[config.mk]
export PLATFORM = sky130hd
export DESIGN_NAME = sd_spi_slave
export DESIGN_NICKNAME = d
export VERILOG_FILES = /design/src/rtl/sd_spi_slave.sv
export SDC_FILE = /design/constraint.sdc
export NUM_CORES = 1
export LEC_CHECK = 0
export BUFFER_PORTS_ARGS = -buffer_cell sky130_fd_sc_hd__buf_2
export CAP_MARGIN = 25
export CORE_MARGIN = 2
export CORE_UTILIZATION = 35
export CTS_CLUSTER_DIAMETER = 200
export DETAILED_ROUTE_END_ITERATION = 10
export PLACE_DENSITY = 0.55
export RECOVER_POWER = 100
export SYNTH_ARGS = -nofsm -noshare
export SYNTH_HDL_FRONTEND = slang
export SYNTH_SLANG_ARGS = --single-unit
[constraint.sdc]
create_clock -name clock50 -period 2 [get_ports clock50]
set_input_delay 0.1 -clock clock50 [delete_from_list [all_inputs] [get_ports clock50]]
set_output_delay 0.1 -clock clock50 [all_outputs]
set_load 0.01 [all_outputs]
[src/rtl/sd_spi_slave.sv]
// SPI mode-0 slave on clock50: 2-flop synchronized pins, bytes MSB first, reacts within 3 cycles of a pin edge.
// One-byte rx holding register (sticky overrun) and a one-deep tx hold register that is consumed at byte boundaries.
module sd_spi_slave #(
  parameter int MIN_HALF = 3
) (
  input  logic       clock50,
  input  logic       reset,
  input  logic       SPI_CS,
  input  logic       SPI_SCLK,
  input  logic       SPI_MOSI,
  output logic       SPI_MISO,
  output logic [7:0] rx_data,
  output logic       rx_valid,
  input  logic       rx_ack,
  output logic       rx_overrun,
  input  logic [7:0] tx_data,
  input  logic       tx_load,
  output logic       tx_full,
  output logic       selected
);

  // After reset, CS must be seen high on real (flushed) synchronizer data before a falling edge counts.
  localparam int         WARM     = (MIN_HALF > 2) ? MIN_HALF : 2;
  localparam logic [7:0] WARM_CNT = 8'(WARM);

  logic [1:0] cs_sync_q, sclk_sync_q, mosi_sync_q;
  logic       cs_prev_q, sclk_prev_q;
  logic [7:0] warm_q, warm_d;
  logic       armed_q, armed_d;
  logic [2:0] bit_cnt_q, bit_cnt_d;
  logic [7:0] rx_shift_q, rx_shift_d;
  logic [7:0] rx_data_q, rx_data_d;
  logic       rx_valid_q, rx_valid_d;
  logic       rx_overrun_q, rx_overrun_d;
  logic [7:0] tx_shift_q, tx_shift_d;
  logic [7:0] hold_q, hold_d;
  logic       tx_full_q, tx_full_d;

  logic cs_s, sclk_s, mosi_s;
  logic cs_rise, cs_fall, active, sclk_rise, sclk_fall, byte_done, boundary;

  assign cs_s   = cs_sync_q[1];
  assign sclk_s = sclk_sync_q[1];
  assign mosi_s = mosi_sync_q[1];

  assign cs_rise   = ~cs_prev_q & cs_s;
  assign cs_fall   = armed_q & cs_prev_q & ~cs_s;
  assign active    = armed_q & ~cs_prev_q & ~cs_s;
  assign sclk_rise = active & ~sclk_prev_q & sclk_s;
  assign sclk_fall = active & sclk_prev_q & ~sclk_s;
  assign byte_done = sclk_rise & (bit_cnt_q == 3'd7);
  assign boundary  = cs_fall | byte_done;

  always_comb begin
    warm_d       = (warm_q == WARM_CNT) ? warm_q : warm_q + 8'd1;
    armed_d      = armed_q | ((warm_q == WARM_CNT) & cs_s);
    bit_cnt_d    = bit_cnt_q;
    rx_shift_d   = rx_shift_q;
    rx_data_d    = rx_data_q;
    rx_valid_d   = rx_valid_q & ~rx_ack;
    rx_overrun_d = rx_overrun_q;
    tx_shift_d   = tx_shift_q;
    hold_d       = hold_q;
    tx_full_d    = tx_full_q;

    if (cs_rise) begin
      bit_cnt_d  = 3'd0;
      rx_shift_d = 8'h00;
      tx_shift_d = 8'hFF;
    end else if (cs_fall) begin
      bit_cnt_d  = 3'd0;
      rx_shift_d = 8'h00;
    end else if (sclk_rise) begin
      rx_shift_d = {rx_shift_q[6:0], mosi_s};
      bit_cnt_d  = bit_cnt_q + 3'd1;
    end else if (sclk_fall && (bit_cnt_q != 3'd0)) begin
      tx_shift_d = {tx_shift_q[6:0], 1'b1};
    end

    // A completing byte beats a same-cycle ack and is not an overrun in that case.
    if (byte_done) begin
      rx_data_d    = {rx_shift_q[6:0], mosi_s};
      rx_valid_d   = 1'b1;
      rx_overrun_d = rx_overrun_q | (rx_valid_q & ~rx_ack);
    end

    if (boundary) begin
      tx_shift_d = tx_full_q ? hold_q : 8'hFF;
      tx_full_d  = 1'b0;
    end

    // Applied after the boundary so a coincident load lands in hold for the following byte.
    if (tx_load) begin
      hold_d    = tx_data;
      tx_full_d = 1'b1;
    end
  end

  always_ff @(posedge clock50) begin
    if (reset) begin
      cs_sync_q    <= 2'b11;
      sclk_sync_q  <= 2'b00;
      mosi_sync_q  <= 2'b11;
      cs_prev_q    <= 1'b1;
      sclk_prev_q  <= 1'b0;
      warm_q       <= 8'd0;
      armed_q      <= 1'b0;
      bit_cnt_q    <= 3'd0;
      rx_shift_q   <= 8'h00;
      rx_data_q    <= 8'h00;
      rx_valid_q   <= 1'b0;
      rx_overrun_q <= 1'b0;
      tx_shift_q   <= 8'hFF;
      hold_q       <= 8'h00;
      tx_full_q    <= 1'b0;
    end else begin
      cs_sync_q    <= {cs_sync_q[0], SPI_CS};
      sclk_sync_q  <= {sclk_sync_q[0], SPI_SCLK};
      mosi_sync_q  <= {mosi_sync_q[0], SPI_MOSI};
      cs_prev_q    <= cs_s;
      sclk_prev_q  <= sclk_s;
      warm_q       <= warm_d;
      armed_q      <= armed_d;
      bit_cnt_q    <= bit_cnt_d;
      rx_shift_q   <= rx_shift_d;
      rx_data_q    <= rx_data_d;
      rx_valid_q   <= rx_valid_d;
      rx_overrun_q <= rx_overrun_d;
      tx_shift_q   <= tx_shift_d;
      hold_q       <= hold_d;
      tx_full_q    <= tx_full_d;
    end
  end

  assign SPI_MISO   = cs_s | tx_shift_q[7];
  assign selected   = ~cs_s;
  assign rx_data    = rx_data_q;
  assign rx_valid   = rx_valid_q;
  assign rx_overrun = rx_overrun_q;
  assign tx_full    = tx_full_q;

endmodule
### Yosys cells after proc, flatten, opt, wreduce, memory -nomap -nowiden

Index checks and enable logic that the tools add are counted.

* equality and inequality tests: 4
* add/subtract/negate cells: 2
* mux-type cells: 9
* reduce and logical (&&, ||, !) cells: 6
* bitwise logic cells: 21

Operator list (number)
* 8-bit 2-to-1 mux: 6
* 1-bit bitwise AND: 12
* 8-bit by 1-bit adder with 8-bit output, second input constant: 1
* 8-bit by 2-bit == test with 1-bit output, second input constant: 1
* 3-bit by 2-bit inequality test with 1-bit output, second input constant: 2
* 3-bit nonzero test: 2
* 1-bit NOT: 5
* 1-bit bitwise OR: 4
* 3-bit by 1-bit adder with 3-bit output, second input constant: 1
* 3-bit == test, second input constant: 1
* 1-bit 2-to-1 mux: 3
* 3-bit AND reduction: 1
* 3-bit OR reduction: 1
* 2-bit nonzero test: 1
* 1-bit logical AND: 1

* register bits: 54
* input bits: 15
* output and inout bits: 13

### Logic depth before layout (Yosys ltp)

Gate-level depths: netlist of run 1.

* depth after elaboration: 11
* gate-level depth with buffers: 7
* gate-level depth less buffers: 6

### Worst setup path before layout of run 1

OpenSTA, ideal clock, no wires.

* path kind: register to register
* start point: register bit_cnt_q[0]
* end point: register tx_shift_q[7]
* stages on the path, launching flop included: 8
* period minus slack after synthesis: 1.745 ns
* setup slack: 0.255 ns
* data required time: 1.878 ns
* setup time: 0.122 ns
* arrival time: 1.623 ns
* cells stage by stage: dfxtp_1 > ha_1 > ha_1 > buf_4 > and3b_4 > o211ai_2 > or2_0 > a221o_1

* word-level cells in the longest chain between the ends: 5

RTL lines
* start, declared: RTL line 30 `logic [2:0] bit_cnt_q, bit_cnt_d;`
* start signal, assigned: RTL line 124 `bit_cnt_q <= bit_cnt_d;`
* 3-bit == test: RTL line 51 `assign byte_done = sclk_rise & (bit_cnt_q == 3'd7);`
* 1-bit bitwise AND: RTL line 51
* 1-bit bitwise OR: RTL line 52 `assign boundary = cs_fall | byte_done;`
* 3-bit by 2-bit inequality test with 1-bit output (no line) / 3-bit nonzero test (equally long branches)
* 3-bit AND reduction (no line)
* end signal, assigned: RTL line 129 `tx_shift_q <= tx_shift_d;`
* end, declared: RTL line 35 `logic [7:0] tx_shift_q, tx_shift_d;`

Parallel ways exist; a longest one is shown, timed or not.
A chain may end at the register's enable or synchronous reset.

### Final worst setup path of run 1

Ends and elaborated chain as after synthesis.

==> qor.csv, run 1 <==
metric,value,unit
H-tree depth reported by CTS,2,
"critical path fanouts, max",8,
RSZ-0062 raised after global routing,no,
"Cell Area, Synth",2140,sq um
max_cap viols,0,
Die ar.,6740,sq um
asr flop ratio synth,0,%
combined global-route utilization of all metal layers,13.0,%
share of layout cells above drive strength 1,14.4,%
measured slew at the worst slew-check pin,1.04,ns
critical path cell sequence,ha_1 -> ha_1 -> and3b_4 -> o22ai_2 -> a21boi_4 -> a221o_1,
Ant. Diodes,0,
"Data required, critical path",2.26,ns
gpl congestion,0.723,
buffering stage count on the worst path with inverters included,0,
CTS tree,done,
via count of the first global-routing pass,1427,
design area,2460,sq um
Core Box Area,5920,sq um
relative slew slack,30.5,%
R2R setup slack,0.20,ns
starting utilization of the core area,36.1,%
Worst Clk Skew,0.00739,ns
initial antenna violation count,0,
Port Buf Inserts,27,
post-synth cell types,37,
number of standard cells after synthesis,219,
Post-DP Area,2350,sq um
slowest cell delay on critical path,0.36,ns
die height,82.1,microns
result of the run,finished clean,
average wire per standard cell,12.1,microns
"most common cell after layout, fill and taps aside",sky130_fd_sc_hd__dfxtp_1,
Cell Rows,28,
type of origin of the critical path,flop,
number of design-rule violations left by the first detailed-router iteration,51,
endpoint arrival time on the critical path,2.06,ns
slowest cell on the critical path,sky130_fd_sc_hd__a21boi_4,
Final Core Density,41.5,%
clock latency on the worst-skew pair,0.31,ns
number of enable-type register cells in the synthesized netlist,0,
"Period Utilization, post-route",90.0,%
cell repeated most along the worst path,sky130_fd_sc_hd__ha_1,
Layout Nets,269,
"top library cells by usage in the layout, fill and taps aside","54 x sky130_fd_sc_hd__dfxtp_1, 29 x sky130_fd_sc_hd__nor2_1, 21 x sky130_fd_sc_hd__nand3_1",
clock root buffer master,sky130_fd_sc_hd__clkbuf_8,
Clock Path Buffers,2,
Max Clock Freq,556,MHz
Overflow after GRT,0,
Avg Synthesized Cell Area,9.75,sq um
final setup TNS,0,ns
portion of the post-synthesis area used by sequential elements,50.6,%
count of warnings emitted by yosys,0,
"Hold Violations, Final",0,
clock-pin slew on the worst setup and hold paths,0.10,ns
count of final max-slew check failures,0,
HPWL after detailed placement,2.70,mm
Top delay family on crit path,compound AO/OA/AOI/OAI gates,
Post-route DRC,0,
Pleak,0.958,nW
critical path class,reg -> reg,
post-layout minimum cycle time,1.80,ns
mean number of vias per cell,4.83,
final setup violation count,0,
most common flop cell mapped by yosys,sky130_fd_sc_hd__dfxtp_1,
post-synth net total,238,
post-CTS sizing,0,
Seq cells post-synth,54,
Detail Route Antenna Nets,0,
count of boundary I/O pins,28,
iteration count of the initial detailed-routing pass,4,
wire length of the first global-routing pass,6.71,mm
power density cells,813,nW/um^2
pin count of the biggest net entering global routing,26,
worst hold-check path type,in -> reg,
total number of vias,1570,
number of clock buffers inserted by TritonCTS,5,
total detailed-routing wirelength,3.94,mm
type of destination of the critical path,flop,
Sink Count,54,
P&R area growth vs syn,15.1,%
maximum ir drop on the vdd rail,0.000362,V
horizontal die dimension,82.1,microns
==> where the power goes <==
part           switching [mW]  internal (mW)  leakage (nW)
registers              0.0332           1.11         0.440
logic                  0.0655         0.0687         0.464
clock network           0.348          0.369        0.0542
total                   0.446           1.55         0.958
==> final timing paths <==
kind / from / end / cells after the start
min reg2reg: cs_sync_q[0] / cs_sync_q[1] / 1
min: tx_data[6] / hold_q[6] / 3
max: bit_cnt_q[0] / tx_shift_q[7] / 6
max reg2reg: bit_cnt_q[0] / tx_shift_q[7] / 6
==> sequential cells by signal, indices dropped and copies added, names as in the netlist, 3 cells and up <==
signal,cells
rx_data,8
hold_q,8
rx_shift_q,7
warm_q,8
bit_cnt_q,3
tx_shift_q,8
==> cells by family (layout without fill, tap and decap cells) <==
family          Yosys count  after routing  share of synthesized area (%)
xor+xnor                  8              8                           3.28
fa+ha+maj                 4              4                           2.34
compound gates           35             35                           12.4
buf+inv                  16             47                           3.57
mux                      16             16                           7.50
simple gates             86             86                           20.3
flops                    54             54                           50.6
==> cell usage after synthesis (2+ instances only) <==
library cell / instances / area share [%]
sky130_fd_sc_hd__or2_2: 6 / 1.8
sky130_fd_sc_hd__nand3_1: 21 / 4.9
sky130_fd_sc_hd__inv_1: 4 / 0.70
sky130_fd_sc_hd__mux2i_1: 16 / 7.5
sky130_fd_sc_hd__nor3_1: 2 / 0.47
sky130_fd_sc_hd__a2bb2oi_1: 6 / 2.5
sky130_fd_sc_hd__ha_1: 4 / 2.3
sky130_fd_sc_hd__a31oi_1: 2 / 0.59
sky130_fd_sc_hd__clkbuf_1: 7 / 1.2
sky130_fd_sc_hd__and3_1: 2 / 0.59
sky130_fd_sc_hd__nand2_1: 11 / 1.9
sky130_fd_sc_hd__a21oi_1: 14 / 3.3
sky130_fd_sc_hd__dfxtp_1: 54 / 51
sky130_fd_sc_hd__a211o_1: 7 / 2.9
sky130_fd_sc_hd__buf_4: 2 / 0.70
sky130_fd_sc_hd__xnor2_1: 3 / 1.2
sky130_fd_sc_hd__nor2b_2: 2 / 0.82
sky130_fd_sc_hd__xor2_1: 5 / 2.1
sky130_fd_sc_hd__nor2_1: 29 / 5.1
sky130_fd_sc_hd__nand2b_1: 3 / 0.88
sky130_fd_sc_hd__nor2b_1: 3 / 0.88
==> cell type report <==
type / count / area, sq um
Clock buffer: 5 / 68.8
Clock inverter: 2 / 38.8
Fill cell: 619 / 3460
Inverter: 4 / 15.0
Multi-Input combinational cell: 149 / 978
Sequential cell: 54 / 1080
Tap cell: 75 / 93.8
Timing Repair Buffer: 36 / 181
==> per-layer routing <==
layer	up-vias	wire [microns]	global-route usage, %	share of wire (%)
li1	811	-	-	-
met5	-	0	0	0
met1	720	2070	17.0	53
met2	33	1630	20.3	42
met3	6	172	3.59	4.4
met4	0	63	5.00	1.6
==> metrics by stage <==
| stage | power [mW] | setup slack (ns) | hold WS (ns) | instances |
|---|---|---|---|---|
| 3_5_place_dp | 1.30 | 0.230 | 0.286 | 315 |
| 4_1_cts | 2.04 | 0.218 | 0.0119 | 325 |
| 2_1_floorplan | 1.26 | 0.255 | 0.204 | 219 |
| 5_1_grt | 2.09 | 0.0800 | 0.0210 | 325 |
| 6_report | 2.00 | 0.200 | 0.0222 | 325 |
| 3_3_place_gp | 1.30 | 0.258 | 0.283 | 315 |
==> worst register-to-register path, delay by kind of cell (launching register included) <==
family,cells,cell delay (ns)
adders and majority gates,2,0.40
and+or+nand+nor,1,0.21
AOI/OAI and AO/OA,3,0.79
DFF,1,0.35
==> timing repair <==
action	in CTS	in global routing
endpoints found under the hold margin	3	0
setup buffers	0	0
hold buffers	3	0
Power figures use the tool's default switching activity.
==> inputs of run 2 (changes only) <==
--- a/config.mk
+++ b/config.mk
@@ -11,8 +11,6 @@
 export CORE_UTILIZATION = 35
 export CTS_CLUSTER_DIAMETER = 200
 export DETAILED_ROUTE_END_ITERATION = 10
-export PLACE_DENSITY = 0.55
-export RECOVER_POWER = 100
 export SYNTH_ARGS = -nofsm -noshare
 export SYNTH_HDL_FRONTEND = slang
 export SYNTH_SLANG_ARGS = --single-unit
==> run 2 against run 1 <==
Against the previous run: count of clock-buffer cells in the layout increased by 1; sequential cell count is the same; cell area grew 0.36%; combinational power hardly changed; largest cell class unchanged; largest power group unchanged; highest routed layer unchanged.
==> qor.csv, run 2 (synthesis gave the netlist of run 1 again) <==
metric,value,unit
combined global-route utilization of all metal layers,12.4,%
total detailed-routing wirelength,3.93,mm
slowest cell on the critical path,sky130_fd_sc_hd__a21boi_4,
HPWL after detailed placement,2.63,mm
"critical path fanouts, max",8,
number of post-CTS setup repair buffers,0,
cell repeated most along the worst path,sky130_fd_sc_hd__ha_1,
Detail Route Antenna Nets,0,
number of clock buffers inserted by TritonCTS,5,
critical path cell sequence,ha_1 -> ha_1 -> and3b_4 -> o22ai_2 -> a21boi_4 -> a221o_1,
clock root buffer master,sky130_fd_sc_hd__clkbuf_8,
Fill cells,584,
endpoint arrival time on the critical path,2.05,ns
Worst R2R Path Depth,6,
mean number of vias per cell,4.86,
post-layout minimum cycle time,1.79,ns
Core Box Area,5920,sq um
Hold Crit Start,tx_data[6],
measured slew at the worst slew-check pin,0.524,ns
gpl congestion,0.743,
Post-DP Area,2340,sq um
share of power burned in registers,59.9,%
number of buffers inserted by hold repair at cts,3,
Post-route DRC,0,
result of the run,finished clean,
relative slew slack,65.1,%
Pleak,1.01,nW
wire length of the first global-routing pass,6.41,mm
Total Power,1.91,mW
maximum ir drop on the vdd rail,0.000261,V
pin count of the biggest net entering global routing,30,
Layout Nets,268,
count of final max-slew check failures,0,
RSZ-0062 raised after global routing,no,
clock-pin slew on the worst setup and hold paths,0.09,ns
type of destination of the critical path,flop,
"Hold Violations, Final",0,
Top delay family on crit path,compound AO/OA/AOI/OAI gates,
Net Switching,0.450,mW
max_cap viols,0,
share of layout cells above drive strength 1,21.2,%
combinational share of power,7.1,%
worst hold-check path type,in -> reg,
total number of vias,1578,
Overflow after GRT,0,
"most common cell after layout, fill and taps aside",sky130_fd_sc_hd__dfxtp_1,
"Data required, critical path",2.26,ns
via count of the first global-routing pass,1422,
number of design-rule violations left by the first detailed-router iteration,72,
post-CTS sizing,0,
buffering stage count on the worst path with inverters included,0,
Cell Rows,28,
clock power share,32.9,%
slowest cell delay on critical path,0.35,ns
starting utilization of the core area,36.1,%
H-tree depth reported by CTS,2,
die height,82.1,microns
switching power as a share of total power,23.5,%
P&R area growth vs syn,15.5,%
initial antenna violation count,0,
Port Buf Inserts,27,
power density cells,775,nW/um^2
average wire per standard cell,12.1,microns
final setup TNS,0,ns
internal power,1.46,mW
"Period Utilization, post-route",89.5,%
"Endpoint, Worst Hold",hold_q[6],
Sink Count,54,
"top library cells by usage in the layout, fill and taps aside","54 x sky130_fd_sc_hd__dfxtp_1, 29 x sky130_fd_sc_hd__nor2_1, 27 x sky130_fd_sc_hd__buf_2",
design area,2470,sq um
Clock Path Buffers,2,
count of boundary I/O pins,28,
Worst Clk Skew,0.00413,ns
horizontal die dimension,82.1,microns
iteration count of the initial detailed-routing pass,4,
clock latency on the worst-skew pair,0.30,ns
critical path class,reg -> reg,
Max Clock Freq,559,MHz
final setup violation count,0,
CTS tree,done,
type of origin of the critical path,flop,
post-layout worst setup margin,0.210,ns
critical register-to-register path endpoint,tx_shift_q[7],
count of cells along the worst hold path,3,
Ant. Diodes,0,
R2R setup slack,0.21,ns
Die ar.,6740,sq um
startpoint of the worst register-to-register path,bit_cnt_q[0],
setup slack at placement,0.235,ns
==> run 2: cell types whose count changed in the layout (fill, tap and decap cells not counted) <==
cell	previous run	this run
sky130_fd_sc_hd__clkinv_2	0	1
sky130_fd_sc_hd__clkbuf_1	17	0
sky130_fd_sc_hd__and2_0	1	0
sky130_fd_sc_hd__bufinv_16	1	0
sky130_fd_sc_hd__buf_4	3	5
sky130_fd_sc_hd__and2_1	0	1
sky130_fd_sc_hd__clkbuf_8	5	6
sky130_fd_sc_hd__clkinvlp_4	0	1
sky130_fd_sc_hd__buf_2	13	27
sky130_fd_sc_hd__clkinv_4	1	0
==> run 2: area by class of cell <==
class / count / area (sq um) / area share, %
sequential: 54 / 1080 / 43.8
clock buffer: 6 / 82.6 / 3.35
inverter: 4 / 15.0 / 0.609
timing repair buffer: 35 / 203 / 8.22
multi-input combinational: 149 / 978 / 39.7
tap: 75 / 93.8 / 3.81
clock inverter: 2 / 12.5 / 0.507
==> run 2: tightest hold or removal path, stage by stage <==
cell	delay [ns]
sky130_fd_sc_hd__buf_2	0.08
sky130_fd_sc_hd__mux2i_1	0.05
sky130_fd_sc_hd__nor2_1	0.07
==> run 2: through the flow <==
| step | cells | hold slack (ns) | util [%] |
|---|---|---|---|
| 3_3_place_gp | 314 | 0.284 | 39.5 |
| 4_1_cts | 325 | 0.0133 | 41.7 |
| 3_5_place_dp | 314 | 0.286 | 39.5 |
| 6_report | 325 | 0.0239 | 41.7 |
| 5_1_grt | 325 | 0.0223 | 41.7 |
| 2_1_floorplan | 219 | 0.204 | - |
==> run 2: worst max-delay path by stage <==
stage          slack [ns]    startpoint            end  depth (start not counted)
6_report             0.21  bit_cnt_q[0]  tx_shift_q[7]                          6
5_1_grt              0.11  bit_cnt_q[0]  tx_shift_q[7]                          6
4_1_cts              0.21  bit_cnt_q[0]  tx_shift_q[7]                          6
3_5_place_dp         0.24  bit_cnt_q[0]  tx_shift_q[7]                          6
3_3_place_gp         0.26  bit_cnt_q[0]  tx_shift_q[7]                          6
2_1_floorplan        0.26  bit_cnt_q[0]  tx_shift_q[7]                          7
==> run 2: metal layers <==
metal | wire (microns) | vias up | track usage, %
met5 | 0 | - | 0
met4 | 70 | 0 | 5.83
met3 | 163 | 5 | 3.26
met2 | 1700 | 35 | 18.8
met1 | 1990 | 722 | 16.4
li1 | - | 816 | -
==> run 2: power by group through the flow <==
| stage | registers (mW) | clock network [mW] | logic, mW |
|---|---|---|---|
| floorplan | 1.16 | 0 | 0.0981 |
| global placement | 1.17 | 0 | 0.132 |
| detailed placement | 1.17 | 0 | 0.133 |
| CTS | 1.15 | 0.661 | 0.138 |
| global route | 1.15 | 0.696 | 0.154 |
| finish | 1.15 | 0.630 | 0.136 |
==> inputs of run 3 (changes only) <==
--- a/config.mk
+++ b/config.mk
@@ -6,8 +6,7 @@
 export NUM_CORES = 1
 export LEC_CHECK = 0
 export BUFFER_PORTS_ARGS = -buffer_cell sky130_fd_sc_hd__buf_2
-export CAP_MARGIN = 25
-export CORE_MARGIN = 2
+export CAP_MARGIN = 20
 export CORE_UTILIZATION = 35
 export CTS_CLUSTER_DIAMETER = 200
 export DETAILED_ROUTE_END_ITERATION = 10
==> constraint.sdc (replaced) <==
create_clock -name clock50 -period 2 [get_ports clock50]
set_input_delay 0.1 -clock clock50 [delete_from_list [all_inputs] [get_ports clock50]]
set_output_delay 0.1 -clock clock50 [all_outputs]
set_load 0.05 [all_outputs]
==> run 3 against run 2 <==
Against the previous run: sequential cell count unchanged; clock skew is essentially flat; maximum frequency shrank 1.1%; global-route usage up 0.13 points; cell area unchanged; sequential share of layout area unchanged; worst setup slack lost 0.020 ns; utilization increased by 0.25 points; non-clock buffer count unchanged; highest routed layer unchanged.
==> qor.csv, run 3 (synthesis gave the netlist of run 1 again) <==
metric,value,unit
wire length of the first global-routing pass,6.14,mm
mean number of vias per cell,4.70,
"Hold Violations, Final",0,
"Period Utilization, post-route",90.5,%
count of final max-slew check failures,0,
endpoint arrival time on the critical path,2.06,ns
combined global-route utilization of all metal layers,12.5,%
Sink Count,54,
die height,80.1,microns
relative slew slack,74.2,%
iteration count of the initial detailed-routing pass,4,
count of boundary I/O pins,28,
share of layout cells above drive strength 1,20.6,%
Clock Path Buffers,2,
H-tree depth reported by CTS,2,
post-layout minimum cycle time,1.81,ns
clock root buffer master,sky130_fd_sc_hd__clkbuf_8,
result of the run,finished clean,
total detailed-routing wirelength,3.67,mm
internal power,1.45,mW
CTS tree,done,
Die ar.,6420,sq um
RSZ-0062 raised after global routing,no,
Fin Hold WS,0.0377,ns
clock power share,31.3,%
Overflow after GRT,0,
"Data required, critical path",2.25,ns
gpl congestion,0.770,
final setup violation count,0,
HPWL after detailed placement,2.50,mm
met1 GRT Util,17.7,%
GR Layer Usage met3,3.07,%
worst hold-check path type,in -> reg,
Post-route DRC,0,
starting utilization of the core area,36.3,%
max_cap viols,0,
"most common cell after layout, fill and taps aside",sky130_fd_sc_hd__dfxtp_1,
critical path class,reg -> reg,
met2 routing resource usage after global routing,17.9,%
clock latency on the worst-skew pair,0.29,ns
type of origin of the critical path,flop,
Final Core Density,41.9,%
combinational share of power,7.6,%
average wire per standard cell,11.3,microns
Ant. Diodes,0,
Detail Route Antenna Nets,0,
horizontal die dimension,80.1,microns
placed cells,314,
clock-pin slew on the worst setup and hold paths,0.09,ns
number of design-rule violations left by the first detailed-router iteration,53,
most utilized layer in the global route result,met2,
Total Power,1.87,mW
"top library cells by usage in the layout, fill and taps aside","54 x sky130_fd_sc_hd__dfxtp_1, 29 x sky130_fd_sc_hd__nor2_1, 27 x sky130_fd_sc_hd__buf_2",
maximum ir drop on the vdd rail,0.000346,V
pin count of the biggest net entering global routing,23,
Net Switching,0.422,mW
total number of vias,1519,
measured slew at the worst slew-check pin,0.382,ns
setup slack at placement,0.215,ns
number of clock buffers inserted by TritonCTS,5,
P&R area growth vs syn,15.5,%
number of cells in the finished layout apart from fillers,323,
Max Clock Freq,553,MHz
post-CTS sizing,0,
Core Box Area,5890,sq um
via count of the first global-routing pass,1331,
"critical path fanouts, max",8,
Layout Nets,268,
Worst Clk Skew,0.00415,ns
initial antenna violation count,0,
number of post-CTS setup repair buffers,0,
switching power as a share of total power,22.5,%
Cell Rows,28,
power density cells,760,nW/um^2
share of power burned in registers,61.2,%
type of destination of the critical path,flop,
Port Buf Inserts,27,
post-layout worst setup margin,0.191,ns
Post-DP Area,2350,sq um
Fill cells,603,
final setup TNS,0,ns
design area,2470,sq um
Pleak,1.01,nW
-- run 3: cell count changes in the layout (fill, tap and decap cells not counted) --
cell and change:
sky130_fd_sc_hd__clkinvlp_4 -1, sky130_fd_sc_hd__buf_4 -1, sky130_fd_sc_hd__buf_12 +1, sky130_fd_sc_hd__clkinv_2 -1
-- run 3: worst max-delay path: stages, from the launching register on --
cell and delay, ns:
sky130_fd_sc_hd__dfxtp_1 0.34, sky130_fd_sc_hd__ha_1 0.20, sky130_fd_sc_hd__ha_1 0.21, sky130_fd_sc_hd__and3b_4 0.21
sky130_fd_sc_hd__o22ai_2 0.25, sky130_fd_sc_hd__a21boi_4 0.36, sky130_fd_sc_hd__a221o_1 0.19
-- run 3: final cells by class --
class	instances	area (sq um)	area share, %
inverters	4	15.0	0.609
multi-input cells	149	978	39.7
flip-flops and latches	54	1080	43.8
repair buffers	35	215	8.73
clock buffers	6	82.6	3.35
well taps	75	93.8	3.81
-- run 3: path summary, 6_finish.rpt --
path                              startpoint            end  slack, ns  depth (start not counted)
worst max-delay path            bit_cnt_q[0]  tx_shift_q[7]       0.19                          6
worst min-delay path              tx_data[3]      hold_q[3]       0.04                          3
worst max register to register  bit_cnt_q[0]  tx_shift_q[7]       0.19                          6
worst min register to register  cs_sync_q[0]   cs_sync_q[1]       0.42                          1
-- run 3: repair_timing --
action                     in CTS  in global routing
hold buffers                    3                  0
setup endpoints to repair       0                  0
hold endpoints to repair        3                  0
-- run 3: layer usage --
metal,share of wire [%],vias up
met2,40,25
li1,-,814
met1,56,675
met3,2.9,5
met5,0,-
met4,1.6,0
-- run 3: power groups by stage --
stage                     clock, mW  sequential [mW]  combinational (mW)
after floorplan                   0             1.17               0.101
after global placement            0             1.17               0.139
after detailed placement          0             1.17               0.140
after CTS                     0.617             1.15               0.144
after global routing          0.654             1.15               0.160
final                         0.586             1.15               0.142
